--- src/rtl/adder_sum_accumulator.sv ---
// Accumulates {overflow, sum} samples from the adder stage into blocks of NUM_SAMPLES.
// Optional saturating accumulation: define ADDER_SUM_ACC_SATURATE_EN.
module adder_sum_accumulator #(
   parameter int unsigned SUM_BITS    = 16,
   parameter int unsigned ACC_BITS    = 24,
   parameter int unsigned NUM_SAMPLES = 8
) (
   input  logic                             clk,
   input  logic                             n_rst,
   input  logic                             in_valid,
   output logic                             in_ready,
   input  logic [SUM_BITS-1:0]              sum,
   input  logic                             overflow,
   input  logic                             clear,
   output logic [ACC_BITS-1:0]              acc_out,
   output logic [$clog2(NUM_SAMPLES):0]     ovf_count,
   output logic                             out_valid,
   input  logic                             out_ready,
   output logic                             sat_flag
);

   localparam int unsigned CNT_BITS = $clog2(NUM_SAMPLES) + 1;

   typedef enum logic [1:0] {
      IDLE,
      ACCUM,
      DONE
   } state_t;

   state_t              state_q, state_d;
   logic [ACC_BITS-1:0] acc_q, acc_d;
   logic [CNT_BITS-1:0] ovf_q, ovf_d;
   logic [CNT_BITS-1:0] cnt_q, cnt_d;
   logic                sat_q, sat_d;
   logic [ACC_BITS-1:0] sample;
   logic                accept;

`ifdef ADDER_SUM_ACC_SATURATE_EN
   logic [ACC_BITS:0]   sum_ext;
   assign sum_ext = {1'b0, acc_q} + {1'b0, sample};
`endif

   assign sample    = ACC_BITS'({overflow, sum});
   assign in_ready  = (state_q != DONE);
   assign out_valid = (state_q == DONE);
   assign accept    = in_valid && in_ready;
   assign acc_out   = acc_q;
   assign ovf_count = ovf_q;
   assign sat_flag  = sat_q;

   always_comb begin
      state_d = state_q;
      acc_d   = acc_q;
      ovf_d   = ovf_q;
      cnt_d   = cnt_q;
      sat_d   = sat_q;
      if (clear) begin
         state_d = IDLE;
         acc_d   = '0;
         ovf_d   = '0;
         cnt_d   = '0;
         sat_d   = 1'b0;
      end else begin
         case (state_q)
            IDLE, ACCUM: begin
               if (accept) begin
`ifdef ADDER_SUM_ACC_SATURATE_EN
                  // Once saturated the accumulator is all ones, so any further
                  // nonzero sample carries out and keeps it pinned there.
                  if (sum_ext[ACC_BITS]) begin
                     acc_d = '1;
                     sat_d = 1'b1;
                  end else begin
                     acc_d = sum_ext[ACC_BITS-1:0];
                  end
`else
                  acc_d = acc_q + sample;
`endif
                  ovf_d   = ovf_q + CNT_BITS'(overflow);
                  cnt_d   = cnt_q + CNT_BITS'(1);
                  state_d = (cnt_d == CNT_BITS'(NUM_SAMPLES)) ? DONE : ACCUM;
               end
            end
            DONE: begin
               if (out_ready) begin
                  state_d = IDLE;
                  acc_d   = '0;
                  ovf_d   = '0;
                  cnt_d   = '0;
                  sat_d   = 1'b0;
               end
            end
            default: state_d = IDLE;
         endcase
      end
   end

   always_ff @(posedge clk) begin
      if (!n_rst) begin
         state_q <= IDLE;
         acc_q   <= '0;
         ovf_q   <= '0;
         cnt_q   <= '0;
         sat_q   <= 1'b0;
      end else begin
         state_q <= state_d;
         acc_q   <= acc_d;
         ovf_q   <= ovf_d;
         cnt_q   <= cnt_d;
         sat_q   <= sat_d;
      end
   end

endmodule

--- config.mk ---
export PLATFORM = sky130hd
export DESIGN_NAME = adder_sum_accumulator
export DESIGN_NICKNAME = d
export VERILOG_FILES = /design/src/rtl/adder_sum_accumulator.sv
export SDC_FILE = /design/constraint.sdc
export NUM_CORES = 1
export LEC_CHECK = 0
export BUFFER_PORTS_ARGS = -buffer_cell sky130_fd_sc_hd__buf_2
export CORE_MARGIN = 2
export CORE_UTILIZATION = 50
export CTS_CLUSTER_DIAMETER = 80
export CTS_CLUSTER_SIZE = 30
export DETAILED_ROUTE_END_ITERATION = 8
export HOLD_SLACK_MARGIN = 0.08
export PLACE_DENSITY = 0.83
export SETUP_SLACK_MARGIN = 0.5
export SKIP_LAST_GASP = 1
export SLEW_MARGIN = 40
export SYNTH_ARGS = -nofsm -noshare
export SYNTH_HDL_FRONTEND = slang
export SYNTH_SLANG_ARGS = --single-unit
--- constraint.sdc ---
create_clock -name clk -period 5.33 [get_ports clk]
set_input_delay 0.2665 -clock clk [delete_from_list [all_inputs] [get_ports clk]]
set_output_delay 0.2665 -clock clk [all_outputs]
set_load 0.1 [all_outputs]
==> impl_metrics.py, run 1 <==
metrics = {
    "synthesis": {
        "synth_area_per_cell_um2": 8.40,
        "ys_ff_latch": 34,
        "yosysTopAreaCell": "dfxtp_1",
        "netlist_top_cells_area": "dfxtp_1 (29%), ha_1 (11%), a21oi_1 (5.0%)",
        "synthTopCellsByCount": "dfxtp_1 (34), nor2_1 (30), nand2_1 (26), a21oi_1 (23), ha_1 (20)",
        "synth.cell_area_um2": 2320,
        "yosysMostFrequentCell": "dfxtp_1",
        "syn_nets": 319,
        "yosysSeqAreaShare_pct": 29.4,
        "yosys_warnings": 0,
        "synthArstFlopShare_pct": 0,
        "netlist_instances": 276,
        "yosys.area.top_type_share_pct": 29.4,
        "synth.distinct_cells": 55,
        "synth-edff-count": 0,
        "synth_ff_type": "dfxtp_1",
    },
    "detailed_routing": {
        "wl_per_cell_um": 14.1,
        "vias": 2198,
        "drt_pass1_iterations": 4,
        "ant_nets": 0,
        "via_per_inst": 5.81,
        "drt-initial-drc-count": 147,
        "drc": 0,
        "wirelength_mm": 5.31,
    },
    "timing": {
        "setup_tns_ns": 0,
        "tightestPinTransition_ns": 0.719,
        "max_slew_margin_pct": 52.1,
        "period_share_pct": 41.3,
        "hold_viol": 0,
        "rsz0062_at_grt": "false",
        "clock_skew_ns": 0.0112,
        "fmax_mhz": 455,
        "setup_violations": 0,
        "drv_slew": 0,
        "min_period_ns": 2.20,
        "timing.hold.ws_ns": 0.337,
    },
    "die": {
        "dieArea_um2": 5190,
        "io-pin-count": 53,
        "fp.dieH_um": 72.1,
        "rows": 24,
        "dieWidth_um": 72.1,
        "start_util_pct": 52.5,
        "core_area_um2": 4410,
    },
    "finish": {
        "syn2layout_area_growth_pct": 17.7,
        "final_cell_area_um2": 2730,
        "n_fill_cell": 391,
        "n_antenna_cell": 0,
        "final_nets": 369,
        "drive_above_1_share_pct": 22.7,
        "final_util_pct": 61.8,
    },
    "worst_setup_path": {
        "worstSetupEndpointType": "flip-flop",
        "slowest_delay_ns": 0.43,
        "crit_fanout": 5,
        "worst_ep_required_time_ns": 5.52,
        "rr_startpoint": "acc_out[0]",
        "crit_path_cell_trace": "ha_1 > fa_1 > a21oi_1 > o211a_1 > o211a_1 > nor2_1 > a21o_1 > mux2i_1",
        "crit_top_cell": "o211a_1",
        "worstSetupPathType": "flip-flop to flip-flop",
        "startpoint": "acc_out[0]",
        "crit_arrival_ns": 2.39,
        "crit_slowest_cell": "fa_1",
        "critPathLaunchType": "flip-flop",
    },
    "clock_network": {
        "root_buffer": "clkbuf_8",
        "clock_latency_ns": 0.30,
        "cts_buffer_depth": 2,
        "postCtsSetupRepairBufs": 0,
        "cts_hold_buf": 0,
        "cts-buffers-inserted": 5,
        "cts_tree": "yes",
        "clk_pin_slew_ns": 0.07,
        "cts_num_sinks": 34,
        "htree_levels": 2,
        "cts_resized": 0,
    },
    "global_route": {
        "grt-ovfl-total": 0,
        "grt_pass1_vias": 2041,
        "grt_pass1_wl_mm": 8.91,
        "track_usage_pct": 21.4,
        "grt_antenna_before_repair": 0,
        "grt_start_max_net_pins": 18,
    },
    "min_path": {
        "hold_class": "input pin to flip-flop",
        "hold_path.startpoint": "in_valid",
    },
    "run_status": {
        "status": "completed",
    },
    "power_and_ir_drop": {
        "total_power_mw": 0.684,
        "power_density_nw_per_um2": 251,
        "ir_drop_mv": 0.195,
        "p_leak_nw": 1.34,
    },
    "run": {
        "drv_cap": 0,
    },
    "placed_design": {
        "place_hpwl_mm": 3.99,
        "post_dp_cell_area_um2": 2610,
        "gp_congestion": 0.905,
        "port_buffers": 51,
    },
}
## layer usage
layer / up-vias / global-route usage (%) / wire [µm] / share of wire (%)
met5: - / 0 / 0 / 0
met4: 0 / 8.81 / 87 / 1.6
met3: 8 / 4.58 / 318 / 6.0
met2: 65 / 35.2 / 2430 / 46
met1: 1005 / 27.3 / 2470 / 47
li1: 1120 / - / - / -
## cells in the final DEF (no fill, tap or decap), types with 6 or more instances in the layout
master and n:
buf_2 51, dfxtp_1 34, nor2_1 29, nand2_1 26
a21oi_1 22, ha_1 20, o21ai_0 16, a22oi_1 11
xor2_1 9, a21o_1 9, nand3_1 8, nand2b_1 7
xnor2_1 7, clkbuf_8 6
## cell families after synthesis
group | share of synthesized area, %
compound gates | 27.3
xor+xnor | 6.05
fa+ha+maj | 11.7
buf+inv | 2.27
flops | 29.4
mux | 1.73
other cells | 0.162
simple gates | 21.4
## flip-flops by register name, indices dropped and copies added, names as in the netlist
register / flops
ovf_count: 4
state_q: 2
cnt_q: 4
acc_out: 24
## area by class of cell
| class | instances | area, µm² | area share [%] |
|---|---|---|---|
| clock inverter | 1 | 30.0 | 1.10 |
| clock buffer | 6 | 82.6 | 3.03 |
| multi-input combinational | 229 | 1590 | 58.3 |
| timing repair buffer | 52 | 263 | 9.64 |
| inverter | 4 | 15.0 | 0.551 |
| tap | 52 | 65.1 | 2.39 |
| sequential | 34 | 681 | 25.0 |
## per-stage QoR
step	setup slack [ns]	std cells
floorplan	2.49	276
global placement	3.13	371
detailed placement	3.09	371
CTS	3.12	378
global route	2.95	378
finish	3.13	378
## critical path: cells and delay by family, from the launching register on
kind | cells | cell delay, ns
and+or+nand+nor | 1 | 0.09
DFF | 1 | 0.33
adders and majority gates | 2 | 0.64
muxes | 1 | 0.11
AOI/OAI and AO/OA | 4 | 0.90
## power breakdown
group / internal (mW) / total (mW) / leakage [nW] / switching (mW)
Clock: 0.150 / 0.250 / 0.0573 / 0.0999
Combinational: 0.0511 / 0.167 / 1.01 / 0.116
Sequential: 0.261 / 0.267 / 0.276 / 0.00580
Total: 0.462 / 0.684 / 1.34 / 0.222
## worst paths after layout
| kind | endpoint | slack [ns] | cells after the start |
|---|---|---|---|
| worst max-delay path | acc_out[16] | 3.13 | 8 |
| worst min-delay path | state_q[0] | 0.34 | 3 |
| worst max register to register | acc_out[16] | 3.13 | 8 |
| worst min register to register | acc_out[23] | 0.47 | 2 |
Note: power is estimated with default switching activity, not from simulation.
==> inputs of run 2 (changes only) <==
Settings changed: CORE_UTILIZATION 50 to 49, PLACE_DENSITY 0.83 to 0.84.
Clock period 5.33 ns to 2 ns, I/O delays scaled along.
==> run 2 against run 1 <==
Against the previous run: die area increased by 1.9%; fmax is 10% higher; hold slack lost 0.18 ns; count of clock-buffer cells in the layout unchanged; flip-flop and latch count unchanged; non-clock buffer count grew 17; global-route usage is 0.61 points higher; register-to-register slack worse by 3.1 ns; final cell count up 5.3%.
==> impl_metrics.py, run 2 (synthesized netlist as in run 1, its figures left out) <==
metrics = {
    "run_status": {
        "status": "completed",
    },
    "detailed_routing": {
        "ant_nets": 0,
        "drt_pass1_iterations": 4,
        "drc": 0,
        "wl_per_cell_um": 15.2,
        "wirelength_mm": 6.05,
        "drt-initial-drc-count": 214,
        "via_per_inst": 5.76,
        "vias": 2291,
    },
    "worst_setup_path": {
        "r2r_cells": 7,
        "crit_slowest_cell": "or4_1",
        "crit_path_cell_trace": "ha_4 > a21oi_2 > nor3b_4 > o211ai_1 > a21oi_1 > or4_1 > a32o_1",
        "slowest_delay_ns": 0.42,
        "crit_arrival_ns": 2.18,
        "worstSetupEndpointType": "flip-flop",
        "worst_ep_required_time_ns": 2.19,
        "critPathLaunchType": "flip-flop",
        "crit_fanout": 4,
        "regToRegSetupSlack_ns": 0.007,
        "worstSetupPathType": "flip-flop to flip-flop",
    },
    "die": {
        "rows": 25,
        "core_area_um2": 4630,
        "dieWidth_um": 72.8,
        "io-pin-count": 53,
        "fp.dieH_um": 72.8,
        "start_util_pct": 50.1,
        "dieArea_um2": 5290,
    },
    "global_route": {
        "grt-ovfl-total": 0,
        "grt_pass1_wl_mm": 9.27,
        "grt_start_max_net_pins": 13,
        "track_usage_pct": 22.0,
        "grt_pass1_vias": 2116,
        "grt_antenna_before_repair": 0,
    },
    "clock_network": {
        "cts-buffers-inserted": 5,
        "clk_pin_slew_ns": 0.07,
        "cts_hold_buf": 0,
        "htree_levels": 2,
        "cts_buffer_depth": 2,
        "cts_num_sinks": 34,
        "root_buffer": "clkbuf_8",
        "clock_latency_ns": 0.29,
        "cts_tree": "yes",
    },
    "finish": {
        "syn2layout_area_growth_pct": 39.7,
        "final_util_pct": 69.9,
        "final_nets": 386,
        "n_antenna_cell": 0,
        "largest_reg_flops": 24,
        "final_cell_mix": "buf_2 (51), nor2_1 (29), nand2_1 (24), buf_4 (17), dfxtp_4 (16)",
        "n_fill_cell": 354,
        "final_cell_area_um2": 3240,
        "final_common_cell": "buf_2",
        "drive_above_1_share_pct": 43.9,
    },
    "timing": {
        "timing.hold.ws_ns": 0.157,
        "clock_skew_ns": 0.00624,
        "hold_viol": 0,
        "worst_slack_ns": 0.00748,
        "drv_slew": 0,
        "setup_violations": 0,
        "min_period_ns": 1.99,
        "period_share_pct": 99.6,
        "rsz0062_at_grt": "true",
        "fmax_mhz": 502,
    },
    "min_path": {
        "hold_class": "input pin to flip-flop",
        "hold_depth": 3,
    },
    "run": {
        "drv_cap": 0,
    },
    "placed_design": {
        "dp_slack_ns": 0.0113,
        "port_buffers": 51,
        "post_dp_cell_area_um2": 2920,
        "place_hpwl_mm": 4.31,
        "gp_congestion": 0.851,
    },
    "power_and_ir_drop": {
        "ir_drop_mv": 0.347,
        "power_density_nw_per_um2": 575,
        "p_leak_nw": 1.42,
        "total_power_mw": 1.86,
    },
}
-- run 2: cell count changes in the layout (fill, tap and decap cells not counted), moves of 4 or more --
cell and delta:
a21oi_1 -11, a21oi_2 +7, a21oi_4 +4, buf_4 +16, dfxtp_1 -23, dfxtp_2 +7, dfxtp_4 +16, ha_1 -13
ha_4 +11, o21ai_0 -9, o21ai_1 +6
-- run 2: metal layers --
layer,part of all wire (%),vias to the layer above,GRT usage [%]
li1,-,1152,-
met1,45,1074,27.3
met2,50,57,37.9
met3,3.9,8,4.70
met4,1.2,0,7.41
met5,0,-,0
-- run 2: path summary, 6_finish.rpt --
kind	from	end
max	acc_out[1]	acc_out[9]
min	in_valid	state_q[0]
max reg2reg	acc_out[1]	acc_out[9]
min reg2reg	acc_out[11]	acc_out[11]
-- run 2: worst max-delay path, delay by kind of cell, from the launching register on --
kind                     cells  cell delay (ns)
AO/OA/AOI/OAI                4             0.81
adder cells (fa/ha/maj)      1             0.21
flip-flops                   1             0.37
AND/OR/NAND/NOR              2             0.50
-- run 2: final cells by class --
cell class	count	area, µm²	share of cell area (%)
multi-input combinational	229	1900	58.8
sequential	34	749	23.2
timing repair buffer	69	394	12.2
clock buffer	6	93.8	2.90
tap	54	67.6	2.09
inverter	4	18.8	0.580
clock inverter	2	10.0	0.309
-- run 2: timing repair --
| action | 4_1_cts | 5_1_grt |
|---|---|---|
| pin swaps | 13 | 22 |
| setup buffers | 3 | 7 |
| setup endpoints to repair | 19 | 19 |
| resized for setup | 13 | 17 |
-- run 2: through the flow --
stage | setup TNS (ns) | instances
after floorplan | -0.526 | 276
after global placement | 0 | 380
after detailed placement | 0 | 380
after CTS | 0 | 391
after global routing | -0.127 | 398
final | 0 | 398
-- run 2: where the power goes --
| part | internal, mW | total [mW] | switching, mW |
|---|---|---|---|
| logic | 0.208 | 0.566 | 0.357 |
| clock network | 0.317 | 0.589 | 0.273 |
| registers | 0.685 | 0.705 | 0.0204 |
| total | 1.21 | 1.86 | 0.651 |
